--- config.mk ---
export PLATFORM = sky130hd
export DESIGN_NAME = mdu_iter
export DESIGN_NICKNAME = d
export VERILOG_FILES = /design/src/rtl/mdu_iter.sv
export SDC_FILE = /design/constraint.sdc
export NUM_CORES = 1
export LEC_CHECK = 0
export CORE_MARGIN = 8
export CORE_UTILIZATION = 35
export DETAILED_ROUTE_END_ITERATION = 12
export PLACE_DENSITY = 0.57
export SLEW_MARGIN = 20
export SYNTH_ARGS = -nofsm -noshare
export SYNTH_HDL_FRONTEND = slang
export SYNTH_SLANG_ARGS = --single-unit
--- constraint.sdc ---
create_clock -name clk -period 6 [get_ports clk]
set_clock_uncertainty 0.2 [all_clocks]
set_input_delay 1.2 -clock clk [delete_from_list [all_inputs] [get_ports clk]]
set_output_delay 1.2 -clock clk [all_outputs]
set_load 0.01 [all_outputs]
--- src/rtl/mdu_iter.sv ---
// rtl/mdu_iter.sv - iterative RV32M multiply/divide unit, 32-cycle CALC; divider present only with MDU_DIV_EN
module mdu_iter #(
    parameter int WIDTH = 32
) (
    input  logic             clk,
    input  logic             rst,
    input  logic             start,
    input  logic [2:0]       op,
    input  logic [WIDTH-1:0] A,
    input  logic [WIDTH-1:0] B,
    output logic             busy,
    output logic             done,
    output logic [WIDTH-1:0] res
);

    typedef enum logic [1:0] {IDLE, CALC, DONE} state_t;

    state_t      state;
    logic [5:0]  cnt;
    logic [2:0]  op_q;
    logic [31:0] hi, lo, opb;
    logic        neg;
`ifdef MDU_DIV_EN
    logic        div_zero;
    logic [31:0] a_q;
`endif

    logic        a_sgn, b_sgn, sa, sb;
    logic [31:0] mag_a, mag_b;

    always_comb begin
        a_sgn = (op == 3'b001) || (op == 3'b010) || (op == 3'b100) || (op == 3'b110);
        b_sgn = (op == 3'b001) || (op == 3'b100) || (op == 3'b110);
        sa    = a_sgn & A[31];
        sb    = b_sgn & B[31];
        mag_a = sa ? -A : A;
        mag_b = sb ? -B : B;
    end

    // hi/lo form the 64-bit product (multiply) or remainder/quotient pair (divide)
    logic [32:0] mul_sum;
    logic [31:0] step_hi, step_lo;
`ifdef MDU_DIV_EN
    logic [32:0] shifted;
    logic [33:0] diff;
`endif

    always_comb begin
        mul_sum = {1'b0, hi} + (lo[0] ? {1'b0, opb} : 33'd0);
        step_hi = mul_sum[32:1];
        step_lo = {mul_sum[0], lo[31:1]};
`ifdef MDU_DIV_EN
        shifted = {hi, lo[31]};
        diff    = {1'b0, shifted} - {2'b00, opb};
        if (op_q[2]) begin
            if (!diff[33]) begin
                step_hi = diff[31:0];
                step_lo = {lo[30:0], 1'b1};
            end else begin
                step_hi = shifted[31:0];
                step_lo = {lo[30:0], 1'b0};
            end
        end
`endif
    end

    logic [63:0] prod;
    logic [31:0] final_res;

    always_comb begin
        prod      = neg ? -{step_hi, step_lo} : {step_hi, step_lo};
        final_res = (op_q[1:0] == 2'b00) ? prod[31:0] : prod[63:32];
        if (op_q[2]) begin
`ifdef MDU_DIV_EN
            if (!op_q[1])
                final_res = div_zero ? 32'hFFFF_FFFF : (neg ? -step_lo : step_lo);
            else
                final_res = div_zero ? a_q : (neg ? -step_hi : step_hi);
`else
            final_res = 32'd0;
`endif
        end
    end

    always_ff @(posedge clk) begin
        if (rst) begin
            state <= IDLE;
            cnt   <= 6'd0;
            busy  <= 1'b0;
            done  <= 1'b0;
            res   <= '0;
            op_q  <= 3'd0;
            hi    <= 32'd0;
            lo    <= 32'd0;
            opb   <= 32'd0;
            neg   <= 1'b0;
`ifdef MDU_DIV_EN
            div_zero <= 1'b0;
            a_q      <= 32'd0;
`endif
        end else begin
            case (state)
                IDLE, DONE: begin
                    done <= 1'b0;
                    if (start) begin
                        state <= CALC;
                        busy  <= 1'b1;
                        cnt   <= 6'd0;
                        op_q  <= op;
                        hi    <= 32'd0;
                        lo    <= op[2] ? mag_a : mag_b;
                        opb   <= op[2] ? mag_b : mag_a;
                        neg   <= (op[2] & op[1]) ? sa : (sa ^ sb);
`ifdef MDU_DIV_EN
                        div_zero <= (B == 32'd0);
                        a_q      <= A;
`endif
                    end else begin
                        state <= IDLE;
                    end
                end
                CALC: begin
                    hi  <= step_hi;
                    lo  <= step_lo;
                    cnt <= cnt + 6'd1;
                    if (cnt == 6'd31) begin
                        state <= DONE;
                        busy  <= 1'b0;
                        done  <= 1'b1;
                        res   <= final_res;
                    end
                end
                default: begin
                    state <= IDLE;
                    busy  <= 1'b0;
                    done  <= 1'b0;
                end
            endcase
        end
    end

endmodule

## Word-level counts from Yosys, hierarchy flattened

Index checks and enable logic that the tools add are counted.

- Register bits after elaboration: 142
- Bits of input ports: 70
- Output and inout bits: 34
- Word-level logic and storage cells: 64

- Add/subtract/negate cells: 5
- Equal/unequal tests: 9
- Mux-type cells: 21
- Bitwise operators: 5
- Reductions and logical operators: 14

Operators by type and width:

| cell | number |
|---|---|
| 2-to-1 mux 32 bit | 9 |
| case mux 32 bit (2 select lines) | 2 |
| 2-to-1 mux 64 bit | 1 |
| negator 32 bit | 2 |
| negator 64 bit | 1 |
| adder 32 x 32 -> 33 bit | 1 |
| case mux 6 bit (2 select lines) | 1 |
| AND reduction 2 bit | 4 |
| adder 6 x 1 -> 6 bit, second input constant | 1 |
| == test 3 bit, second input constant | 2 |
| == test 6 x 5 -> 1 bit, second input constant | 1 |
| 2-to-1 mux 6 bit | 1 |
| logical OR 1 bit | 5 |
| logical NOT 2 bit | 2 |
| 2-to-1 mux 1 bit | 4 |
| != test 2 bit, second input constant | 2 |
| case mux 2 bit (2 select lines) | 1 |
| OR reduction 2 bit | 2 |
| AND 1 bit | 3 |
| == test 3 x 1 -> 1 bit, second input constant | 1 |
| == test 3 x 2 -> 1 bit, second input constant | 1 |
| == test 2 x 1 -> 1 bit, second input constant | 1 |
| == test 2 bit, second input constant | 1 |
| 2-to-1 mux 2 bit | 1 |
| 4 further kinds | 4 |

## Depth between registers and ports, before layout

- Depth after elaboration: 9
- Mapped depth: 15
- Mapped depth without buffers: 13

## Worst setup path before layout

Ideal clock, no wire load.

- Path kind: flip-flop to flip-flop
- From: register lo[0]
- To: register res[31]
- Library setup time: 0.101 ns
- Arrival: 4.321 ns
- Data required time: 5.699 ns
- Setup slack: 1.378 ns
- Cell stages (with the launch flop): 16
- Buffers on the path: 2
- Period minus slack after synthesis: 4.622 ns
- Path through: dfxtp_1 -> clkbuf_1 -> and2_1 -> ha_1 -> fa_1 -> a21o_1 -> a221o_1 -> a31oi_4 -> a211oi_1 -> nor3_2 -> or4b_1 -> or3_1 -> buf_6 -> or4_1 -> o311a_1 -> o41ai_1

- Word-level cells in the longest chain between the ends: 6

RTL lines:

| element | RTL line | text |
|---|---|---|
| from (decl) | 21 | `logic [31:0] hi, lo, opb;` |
| from (signal assigned) | 111 | `lo <= op[2] ? mag_a : mag_b;` |
| from (signal assigned) | 124 | `lo <= step_lo;` |
| 2-to-1 mux 32 bit * | 49 | `mul_sum = {1'b0, hi} + (lo[0] ? {1'b0, opb} : 33'd0);` |
| adder 32 x 32 -> 33 bit * | 49 |  |
| negator 64 bit | 71 | `prod = neg ? -{step_hi, step_lo} : {step_hi, step_lo};` |
| 2-to-1 mux 64 bit * | 71 |  |
| 2-to-1 mux 32 bit * | 72 | `final_res = (op_q[1:0] == 2'b00) ? prod[31:0] : prod[63:32];` |
| 2-to-1 mux 32 bit * | 73 | `if (op_q[2]) begin` |
| to (signal assigned) | 130 | `res <= final_res;` |
| to (decl) | 13 | `output logic [WIDTH-1:0] res` |

Every way passes the cells marked *; elsewhere a longest branch is shown, timed or not.
A chain may end at the register's enable or synchronous reset.

## Worst setup path after layout

Same ends and word-level chain as after synthesis.

==> run metrics <==
initial core utilization 35.6%; Slew @ Worst Pin 1.04 ns; Distinct cells, synth 75; crit path time final 5.43 ns; Post-Syn Area per Cell 7.45 µm²; final slew viol count 0; synthesis-stage register bit count 142; TritonCTS clock tree built; Fillers 3066; Tot Pwr 2.73 mW; dpl ws 0.644 ns; EDFF count, synth 0; Die Span X 193 µm; CORE AREA 0.0307 mm²; WL/cell 19.5 µm; fin cells 1917; Crit. End Element register; post-DR vias/cell 5.74; final wirelength 37400 µm; ys async rst share 0%; leakage power 4.61 nW; period utilization 90.5%; status finished, final reports clean; placed cells 1885; register area 0.00284 mm²; Vias 11000; Row Count 64; Min Hold Slack 0.251 ns; CTS-repair resized insts 0; DRC 0; placer congestion estimate 0.907; H-tree depth 4; final setup TNS 0 ns; Total GRT Usage 19.9%; worst hold path class reg2reg; grt ovf 0; Peak Freq 184 MHz; antenna cells 0; crit path DAT 5.56 ns; WP data required 6.13 ns; # hold bufs at CTS 0; initial antenna violation count 0; Slew HR 30.5%; CP max FO 33; Detailed Routing Iterations Pass 1 5; layout cells sized above 1 5.72%; synthesized area 0.0109 mm²; Synth Net Count 1574; hold depth 2; Final setup viols 0; Final WS setup 0.571 ns; vias in the first global route 10200; HPWL Detailed 29100 µm; Post-Synthesis Cells 1467; power per cell area 213 mW/mm²; violation count after the first detailed-routing iteration 923; number of setup buffers added after CTS 0; Synth-to-Final Area Change 17.1%; wire length of the first global-routing pass 58500 µm; Final Net Count 1615; multi-input logic area 0.00761 mm²; CTS Buffer Depth 2; Routed Antenna Nets 0; TritonCTS buffer count 17; I/O pin count 104; Max IR drop VDD 0.000189 V; die height 193 µm; clock root buffer master clkbuf_16; YS warnings 0; Primary FF master, synth dfxtp_1; final hold viol count 0; Worst-Skew Late Latency 0.43 ns; Reg clk slew, reported paths 0.07 ns; unrepaired setup endpoints after global routing no; Startpoint Class register; Clock Sinks 142; Max Cap Violations 0; Port Buffer Count 103; r2r worst-path depth 12; die area 0.0371 mm²; sequential share of the synthesized area 26.0%; CP Class reg2reg; largest net degree at the start of global routing 92
logic make-up (layout without fill, tap and decap cells):
family / count (synthesis) / after routing / synth area share [%]
AO/OA/AOI/OAI: 507 / 507 / 30.8
XOR/XNOR: 128 / 128 / 10.3
adder cells (fa/ha/maj): 37 / 37 / 4.30
buffers and inverters: 127 / 181 / 4.60
flip-flops: 142 / 142 / 26.0
multiplexers: 17 / 17 / 1.67
AND/OR/NAND/NOR: 509 / 509 / 22.3
final timing paths:
| kind | from | to | slack, ns |
|---|---|---|---|
| worst max-delay path | lo[0]$_SDFFE_PP0P_ | res[31]$_SDFFE_PP0P_ | 0.57 |
| worst min-delay path | res[6]$_SDFFE_PP0P_ | res[6]$_SDFFE_PP0P_ | 0.25 |
| worst max register to register | lo[0]$_SDFFE_PP0P_ | res[31]$_SDFFE_PP0P_ | 0.57 |
| worst min register to register | res[6]$_SDFFE_PP0P_ | res[6]$_SDFFE_PP0P_ | 0.25 |
synthesized netlist by cell type (8+ instances only):
cell      count  area, µm²
o31ai_1      20        150
nor3_1       36        180
or4_1         8       60.1
nand4_1      13       81.3
clkbuf_1     81        304
inv_1        27        101
nand2_1     171        642
nor2b_1      12       75.1
mux2i_1      16        160
a21o_1       13       97.6
o41ai_1      16        140
nor2_1      119        447
nand3_1      24        120
a211oi_1     27        203
a22oi_1      37        278
nor4_1       18        113
o211ai_1     48        360
a31oi_1      11       68.8
nand2b_1     13       81.3
a22o_1       24        210
xor2_1       62        543
dfxtp_1     142       2840
a21oi_1     153        766
o21ai_0      83        415
buf_1         8       30.0
and2_1       38        238
ha_1         36        450
xnor2_1      65        569
or2_2        12       75.1
or3_1        21        131
cell type report:
cell class	instances	share of cell area, %
multi-input cells	1198	59.4
flip-flops and latches	142	22.2
clock buffers	19	3.46
repair buffers	120	8.99
inverters	29	0.850
clock inverters	13	1.20
well taps	396	3.87
worst max-delay path: stages (launching register included):
cell and delay [ns]:
dfxtp_1 1.01, and2_1 0.29, ha_1 0.27, a211oi_2 0.44, o211ai_2 0.18, a21oi_4 0.31, a21oi_1 0.16, nor3_2 0.25
or4b_1 0.50, or3_1 0.51, or4_1 0.58, o311a_1 0.31, o41ai_1 0.32
metal layers:
metal	share of wire, %	routed length [µm]	GRT usage (%)
met1	49	18400	28.7
met2	42	15900	30.2
met3	5.8	2180	2.49
met4	2.5	918	6.14
met5	0	0	0
flip-flops by register name, summed over array words and instances, names as in the netlist:
| register | count |
|---|---|
| opb | 32 |
| hi | 32 |
| res | 32 |
| op_q | 3 |
| lo | 32 |
| state | 2 |
| done | 1 |
| cnt | 6 |
| neg | 1 |
| busy | 1 |
layout by cell type (no fill, tap or decap), drive strengths merged, types with 7 or more instances in the layout:
master         Yosys  final
a211oi            30     30
a21o              13     13
a21oi            156    156
a22o              24     24
a22oi             37     37
a311oi             7      7
a31oi             12     12
and2              41     41
buf               17     19
clkbuf            81     19
clkdlybuf4s50      0    101
clkinv             2      7
dfxtp            142    142
ha                36     36
inv               27     32
mux2i             16     16
nand2            171    171
nand2b            13     13
nand3             24     24
nand4             13     13
nor2             119    119
nor2b             12     12
nor3              37     37
nor4              18     18
o211ai            49     49
o21a               7      7
o21ai             86     86
o22ai              7      7
o31ai             20     20
o41ai             16     16
or2               12     12
or3               21     21
or4                8      8
xnor2             66     66
xor2              62     62
metrics by stage:
step / utilization, % / cell area, µm²
after global placement: 39.8 / 12200
after global routing: 41.7 / 12800
after floorplan: - / 10900
final: 41.7 / 12800
after detailed placement: 39.8 / 12200
after CTS: 41.7 / 12800
power by group:
part | switching, mW | internal [mW] | total, mW
Combinational | 0.359 | 0.225 | 0.584
Sequential | 0.0604 | 0.985 | 1.05
Clock | 0.465 | 0.634 | 1.10
Note: power is estimated with default switching activity, not from simulation.
==> RTL edit (same flow settings) <==
Add a define of `MDU_DIV_EN`.
--- a/src/rtl/mdu_iter.sv
+++ b/src/rtl/mdu_iter.sv
@@ -1,4 +1,6 @@
 // rtl/mdu_iter.sv - iterative RV32M multiply/divide unit, 32-cycle CALC; divider present only with MDU_DIV_EN
+`define MDU_DIV_EN
+
 module mdu_iter #(
     parameter int WIDTH = 32
 ) (
Check against the original RTL: no difference found for any inputs over 10 cycles, from zero or initial values and one cycle with rst high; that may be too few to reach the edited logic, so the function may still have changed.
==> RTL edit against the unedited design <==
Synthesized area grew 52%. Cell area increased by 50%. Routed wire length rose by 100%. Power increased by 50%. Combinational power rose to 2.7 times the old value. Sequential power increased by 24%. Worst hold slack worse by 0.0020 ns. Worst setup slack got worse by 0.20 ns. Sequential cell count is 33 higher. Utilization shrank 1.2 points. Global-route usage rose by 7.4 points.
==> RTL edit: results <==
export IMPL_drt_initial_drc_count=1984
export IMPL_path_delay_family="compound AO/OA/AOI/OAI gates"
export IMPL_pre_cts_ws_ns=0.4884
export IMPL_synthMuxAreaShare=0.03697
export IMPL_async_flop_share=0
export IMPL_synth_cell_types=92
export IMPL_clock_root_buffer="clkbuf_16"
export IMPL_cpMaxStageDelayCell="a211oi_1"
export IMPL_path_clk_slew_ns=0.08
export IMPL_layout_nets=2555
export IMPL_synth_compound_area_frac=0.3153
export IMPL_power_leakage_nw=7.211
export IMPL_yosysSeqAreaShare=0.2108
export IMPL_grt_pass1_wl_mm=112.4
export IMPL_cts_resized=0
export IMPL_synth_xor_xnor_area_share=0.09276
export IMPL_path_max_fanout=5
export IMPL_viasPerCell=6.146
export IMPL_yosys_top_cells_count="nand2_1 (285), nor2_1 (249), a21oi_1 (232), dfxtp_1 (175), o21ai_0 (147)"
export IMPL_run_status="finished, final reports clean"
export IMPL_post_dp_hpwl_mm=60.67
export IMPL_synth_adder_area_share=0.05436
export IMPL_vdd_drop_max_v=0.0001436
export IMPL_insertion_delay_ns=0.49
export IMPL_ys_warnings_count=0
export IMPL_grt_usage=0.2732
export IMPL_firstDrtPassIters=7
export IMPL_cts_max_level=4
export IMPL_worstPathArrival_ns=5.80
export IMPL_clock_path_buffers=2
export IMPL_cts_setup_buffers=0
export IMPL_antenna_found_initial=5
export IMPL_cpPeakStageDelay_ns=0.60
export IMPL_drt_total_wl_mm=76.43
export IMPL_drive_above_1_share=0.07952
export IMPL_synth_nets=2484
export IMPL_hp_class="flop to flop"
export IMPL_grt_start_max_net_pins=77
export IMPL_numCtsBuffers=17
export IMPL_gp_congestion=0.9964
export IMPL_grt_pass1_vias=17430
export IMPL_ys_top_cells_by_area="dfxtp_1 (21%), a21oi_1 (7.0%), nand2_1 (6.4%)"
export IMPL_worst_pin_slew_ns=1.049
export IMPL_fill_cells=4976
export IMPL_numPortBuffers=103
==> RTL edit: cell count changes after synthesis, sizes merged, moves of 33 or more <==
cell    unedited run  this run
a21oi            156       232
dfxtp            142       175
clkbuf            81       116
a211oi            30        67
nor3              37        71
o21ai             86       162
ha                36        69
nor2             119       249
nand2            171       286
==> RTL edit: kinds of logic (layout without fill, tap and decap cells) <==
family,Yosys count,in the layout
compound gates,795,795
buf+inv,207,291
simple gates,861,861
xor+xnor,176,176
mux,58,58
flops,175,175
fa+ha+maj,71,71
other cells,0,1
==> RTL edit: area by class of cell <==
type | count | share of cell area
multi-input cells | 1961 | 0.6429
diodes | 1 | 0.0001303
inverters | 58 | 0.01133
well taps | 615 | 0.04005
clock buffers | 19 | 0.02358
flip-flops and latches | 175 | 0.1826
clock inverters | 13 | 0.007229
repair buffers | 201 | 0.09222
==> RTL edit: per-layer routing <==
layer,up-vias,global-route usage,part of all wire
met5,-,0,0.00016
met3,161,0.05794,0.080
met2,837,0.4261,0.44
met4,2,0.1241,0.048
li1,8732,-,-
met1,8970,0.3585,0.43
==> RTL edit: worst min-delay path, stage by stage, from the launching register on <==
cell,delay [ns]
dfxtp_1,0.32
nand2_1,0.05
nand2_1,0.04
==> RTL edit: final timing paths <==
kind / start / endpoint / slack [ns] / cells after the start
worst max-delay path: opb[30] / res[26] / 0.37 / 20
worst min-delay path: res[9] / res[9] / 0.25 / 2
worst max register to register: opb[30] / res[26] / 0.37 / 20
worst min register to register: res[9] / res[9] / 0.25 / 2
==> RTL edit: metrics by stage <==
stage,cells,total power [W],instance area [um2],hold WS (ns)
floorplan,2343,0.002279,16620,0.2312
global placement,3010,0.002880,18600,0.2359
detailed placement,3010,0.002887,18610,0.2402
CTS,3042,0.004053,19200,0.2505
global route,3042,0.004253,19210,0.2872
finish,3043,0.004082,19210,0.2490
==> RTL edit: where the power goes <==
group	internal, W	total [W]	switching [W]
registers	0.00122	0.00130	0.0000839
clock network	0.000577	0.00118	0.000598
logic	0.000552	0.00160	0.00105
